[src/rtl/watch_set_ctrl.sv]
`default_nettype none
// ============================================================================
// Module   : watch_set_ctrl
// Brief    : Mode/set sequencer for the watch: run gating, field select,
//            adjust strobes and field blink. Macro WATCH_CTRL_AUTO_EXIT_EN
//            enables the idle timeout back to NORMAL.
// Revision : 1.0  initial release
// ============================================================================
module watch_set_ctrl #(
    parameter int TIMEOUT    = 60,
    parameter int BLINK_HALF = 4
) (
    input  logic       clock,
    input  logic       reset,
    input  logic       mode_pulse,
    input  logic       adjust_pulse,
    output logic       run_en,
    output logic [1:0] field_sel,
    output logic       inc_hour,
    output logic       inc_min,
    output logic       clr_sec,
    output logic       blink
);

    typedef enum logic [1:0] {
        NORMAL   = 2'b00,
        SET_HOUR = 2'b01,
        SET_MIN  = 2'b10,
        SET_SEC  = 2'b11
    } state_t;

    localparam logic [7:0] c_blink_term = 8'(BLINK_HALF - 1);

    if (TIMEOUT < 2 || TIMEOUT > 65535) begin : g_timeout_range_err
        $error("watch_set_ctrl: TIMEOUT out of range 2..65535");
    end
    if (BLINK_HALF < 1 || BLINK_HALF > 255) begin : g_blink_range_err
        $error("watch_set_ctrl: BLINK_HALF out of range 1..255");
    end

    state_t     r_state;
    logic [7:0] r_blink_cnt;
    logic       r_run_en;
    logic       r_inc_hour;
    logic       r_inc_min;
    logic       r_clr_sec;
    logic       r_blink;
    logic       w_timeout;
    state_t     w_next_mode;

    // State encoding doubles as the field select code.
    assign w_next_mode = state_t'(r_state + 2'd1);

`ifdef WATCH_CTRL_AUTO_EXIT_EN
    localparam logic [15:0] c_idle_term = 16'(TIMEOUT - 1);
    logic [15:0] r_idle_cnt;

    // A pulse in the terminal cycle outranks the timeout (handled by priority below).
    assign w_timeout = (r_state != NORMAL) && (r_idle_cnt == c_idle_term);

    always_ff @(posedge clock) begin
        if (!reset) begin
            r_idle_cnt <= 16'd0;
        end else if (mode_pulse || adjust_pulse || w_timeout || r_state == NORMAL) begin
            r_idle_cnt <= 16'd0;
        end else begin
            r_idle_cnt <= r_idle_cnt + 16'd1;
        end
    end
`else
    assign w_timeout = 1'b0;
`endif

    always_ff @(posedge clock) begin
        if (!reset) begin
            r_state     <= NORMAL;
            r_run_en    <= 1'b1;
            r_inc_hour  <= 1'b0;
            r_inc_min   <= 1'b0;
            r_clr_sec   <= 1'b0;
            r_blink     <= 1'b0;
            r_blink_cnt <= 8'd0;
        end else begin
            r_inc_hour <= 1'b0;
            r_inc_min  <= 1'b0;
            r_clr_sec  <= 1'b0;
            if (mode_pulse) begin
                r_state     <= w_next_mode;
                r_run_en    <= (w_next_mode == NORMAL);
                r_blink     <= (w_next_mode != NORMAL);
                r_blink_cnt <= 8'd0;
            end else if (r_state != NORMAL) begin
                if (adjust_pulse) begin
                    case (r_state)
                        SET_HOUR: r_inc_hour <= 1'b1;
                        SET_MIN:  r_inc_min  <= 1'b1;
                        default:  r_clr_sec  <= 1'b1;
                    endcase
                    r_blink     <= 1'b1;
                    r_blink_cnt <= 8'd0;
                end else if (w_timeout) begin
                    r_state     <= NORMAL;
                    r_run_en    <= 1'b1;
                    r_blink     <= 1'b0;
                    r_blink_cnt <= 8'd0;
                end else if (r_blink_cnt == c_blink_term) begin
                    r_blink     <= ~r_blink;
                    r_blink_cnt <= 8'd0;
                end else begin
                    r_blink_cnt <= r_blink_cnt + 8'd1;
                end
            end
        end
    end

    assign run_en    = r_run_en;
    assign field_sel = r_state;
    assign inc_hour  = r_inc_hour;
    assign inc_min   = r_inc_min;
    assign clr_sec   = r_clr_sec;
    assign blink     = r_blink;

endmodule
`default_nettype wire

[config.mk]
export PLATFORM = sky130hd
export DESIGN_NAME = watch_set_ctrl
export DESIGN_NICKNAME = d
export VERILOG_FILES = /design/src/rtl/watch_set_ctrl.sv
export SDC_FILE = /design/constraint.sdc
export NUM_CORES = 1
export LEC_CHECK = 0
export CAP_MARGIN = 5
export CORE_MARGIN = 2
export CORE_UTILIZATION = 45
export CTS_CLUSTER_DIAMETER = 200
export CTS_CLUSTER_SIZE = 10
export DETAILED_ROUTE_END_ITERATION = 8
export MAX_ROUTING_LAYER = met4
export PLACE_DENSITY = 0.71
export RECOVER_POWER = 25
export SKIP_LAST_GASP = 1
export SLEW_MARGIN = 20
export SYNTH_ARGS = -nofsm -noshare
export SYNTH_HDL_FRONTEND = slang
export SYNTH_SLANG_ARGS = --single-unit
[constraint.sdc]
create_clock -name clock -period 1.97 [get_ports clock]
set_clock_uncertainty 0.15 [all_clocks]
set_input_delay 0.591 -clock clock [delete_from_list [all_inputs] [get_ports clock]]
set_output_delay 0.591 -clock clock [all_outputs]
set_load 0.01 [all_outputs]
==> results.sh <==
export IMPL_status="finished clean"
export IMPL_p_per_area_nw_per_um2=662
export IMPL_worstMarginPinSlew_ns=0.329
export IMPL_gp_congestion=0.741
export IMPL_die_h_um=44.4
export IMPL_p_sw_w=0.000148
export IMPL_rows=14
export IMPL_worst_path_buf_inv=1
export IMPL_worst_path_max_fanout=5
export IMPL_drv_slew=0
export IMPL_vias_per_cell=5.21
export IMPL_start_util=0.482
export IMPL_h_tree_depth=1
export IMPL_synth_fp_nets=85
export IMPL_ys_seq_area_frac=0.409
export IMPL_clk_pin_slew_ns=0.09
export IMPL_postRouteAntennaNets=0
export IMPL_syn2layout_area_growth_pct=21.3
export IMPL_final_cell_mix="dfxtp_1, clkdlybuf4s50_1, nor2_1, nand2_1, ha_1"
export IMPL_clock_sinks=15
export IMPL_cts_buffers=3
export IMPL_crit_type="flop to output pin"
export IMPL_clockPowerShare=0.296
export IMPL_drive_gt1_frac=0.111
export IMPL_slowest_stage="clkdlybuf4s50_1"
export IMPL_finalSetupViolCount=0
export IMPL_slowest_delay_ns=0.53
export IMPL_vias=552
export IMPL_dp_hpwl_um=932
export IMPL_fin_crit_ns=1.92
export IMPL_power_w=0.000590
export IMPL_antenna_cells=0
export IMPL_grt_usage=0.146
export IMPL_synthCells=75
export IMPL_clockRootBuffer="clkbuf_4"
export IMPL_wire_per_inst_um=11.6
export IMPL_syn_area_per_cell_um2=9.79
export IMPL_grt_max_degree=10
export IMPL_setup_tns_ns=0
export IMPL_final_common_cell="dfxtp_1"
export IMPL_numPortBuffers=10
export IMPL_p_seq_frac=0.544
export IMPL_dr_pass1_iters=4
export IMPL_nets=101
export IMPL_grt_antenna_before_repair=0
export IMPL_combPwrFrac=0.160
export IMPL_drc=0
export IMPL_vdd_drop_max_mv=0.332
export IMPL_fp_dieArea_um2=1970
export IMPL_max_cap_viol_count=0
export IMPL_start_kind="flop"
export IMPL_synthDistinctLibCells=29
export IMPL_p_sw_frac=0.250
export IMPL_hold_viol=0
export IMPL_rrSetupSlack_ns=0.13
export IMPL_cts_tree="yes"
export IMPL_power_internal_w=0.000442
export IMPL_hold_class="flop to flop"
export IMPL_worstSkewPairLatency_ns=0.27
export IMPL_drt_iter0_markers=8
export IMPL_netlist_area_um2=734
export IMPL_cp_arrival_ns=1.18
export IMPL_whs_ns=0.320
export IMPL_synth_warning_count=0
export IMPL_cts_path_max_buffers=2
export IMPL_grt_pass1_wl_mm=2.03
export IMPL_core_area_um2=1520
export IMPL_rsz0062_at_grt="false"
export IMPL_timing_fmax_ghz=0.520
export IMPL_grt_pass1_vias=501
export IMPL_crit_family="buffers and inverters"
export IMPL_grt_overflow_total=0
export IMPL_chipWidth_um=44.4
export IMPL_p_leak_nw=0.355
export IMPL_drt_wl_total_mm=1.23
export IMPL_yosys_register_bits=15
export IMPL_ios=11
export IMPL_cts_setup_buffers=0
export IMPL_slew_headroom=0.780
export IMPL_cts_hold_buf=0
export IMPL_path_cells="clkdlybuf4s50_1"
export IMPL_post_route_period_util=0.976
export IMPL_cp_data_required_time_ns=1.23
export IMPL_endpoint_kind="output pin"
==> flip-flops by register name, summed over array words and instances, names as in the netlist <==
register and count:
field_sel 2, blink 1, clr_sec 1, run_en 1, inc_hour 1, inc_min 1
r_blink_cnt 8
==> per-stage QoR <==
stage	util	std cells	area (um2)	setup WS, ns
3_5_place_dp	0.567	102	863	0.0396
4_1_cts	0.583	106	888	0.0205
3_3_place_gp	0.567	102	863	0.0733
2_1_floorplan	-	75	736	0.00794
5_1_grt	0.585	106	891	0.0126
6_report	0.585	106	891	0.0466
==> worst paths after layout <==
| kind | cells past startpoint | end | start |
|---|---|---|---|
| max | 1 | field_sel[0] | field_sel[0] |
| min reg2reg | 2 | run_en | run_en |
| max reg2reg | 5 | r_blink_cnt[1] | field_sel[0] |
| min | 2 | run_en | run_en |
==> synthesized netlist by cell type <==
master	n	area share
nand4b_1	1	0.012
or3_1	2	0.017
nand2_1	6	0.031
nor4_1	1	0.0085
or4_1	3	0.031
o2111ai_4	1	0.036
a21boi_0	1	0.010
nand2b_1	1	0.0085
ha_1	6	0.10
and2_1	3	0.026
nor2b_1	1	0.0085
inv_1	4	0.020
nor3_1	1	0.0068
o211ai_1	1	0.010
nand4_1	1	0.0085
xor2_1	3	0.036
o311a_1	1	0.014
or4b_4	1	0.019
clkbuf_1	1	0.0051
o21ai_0	3	0.020
xnor2_1	1	0.012
and2b_1	1	0.010
nor2_1	6	0.031
a21oi_1	4	0.027
o31ai_1	2	0.020
buf_6	1	0.015
mux2i_1	2	0.027
dfxtp_1	15	0.41
nand2b_4	1	0.019
==> per-layer routing <==
layer | global-route usage | routed length [um] | vias to the layer above | share of wire
met3 | 0.0367 | 34 | 2 | 0.028
met1 | 0.176 | 633 | 250 | 0.51
li1 | - | - | 292 | -
met4 | 0.0727 | 12 | 0 | 0.0097
met5 | - | 0 | - | 0
met2 | 0.226 | 552 | 8 | 0.45
==> timing repair <==
| item | CTS | global route |
|---|---|---|
| endpoints found under the setup margin | 1 | 9 |
| pin swaps | 0 | 2 |
| resized for setup | 1 | 1 |
==> cell families after synthesis <==
group | Yosys count | share of synthesized area
adder cells (fa/ha/maj) | 6 | 0.102
flip-flops | 15 | 0.409
multiplexers | 2 | 0.0273
AND/OR/NAND/NOR | 29 | 0.235
AO/OA/AOI/OAI | 13 | 0.138
XOR/XNOR | 4 | 0.0477
buffers and inverters | 6 | 0.0409
==> power by group through the flow <==
| stage | registers, W | clock network, W | logic, W |
|---|---|---|---|
| 6_report | 0.000321 | 0.000174 | 0.0000945 |
| 4_1_cts | 0.000321 | 0.000180 | 0.0000959 |
| 2_1_floorplan | 0.000334 | 0 | 0.0000546 |
| 3_5_place_dp | 0.000328 | 0 | 0.0000965 |
| 5_1_grt | 0.000323 | 0.000192 | 0.000104 |
| 3_3_place_gp | 0.000328 | 0 | 0.0000958 |
==> cell type report <==
class	count	area [um2]
fillers	133	633
multi-input cells	54	404
inverters	4	15.0
clock buffers	4	26.3
well taps	16	20.0
flip-flops and latches	15	304
repair buffers	13	121
Power figures use the tool's default switching activity.
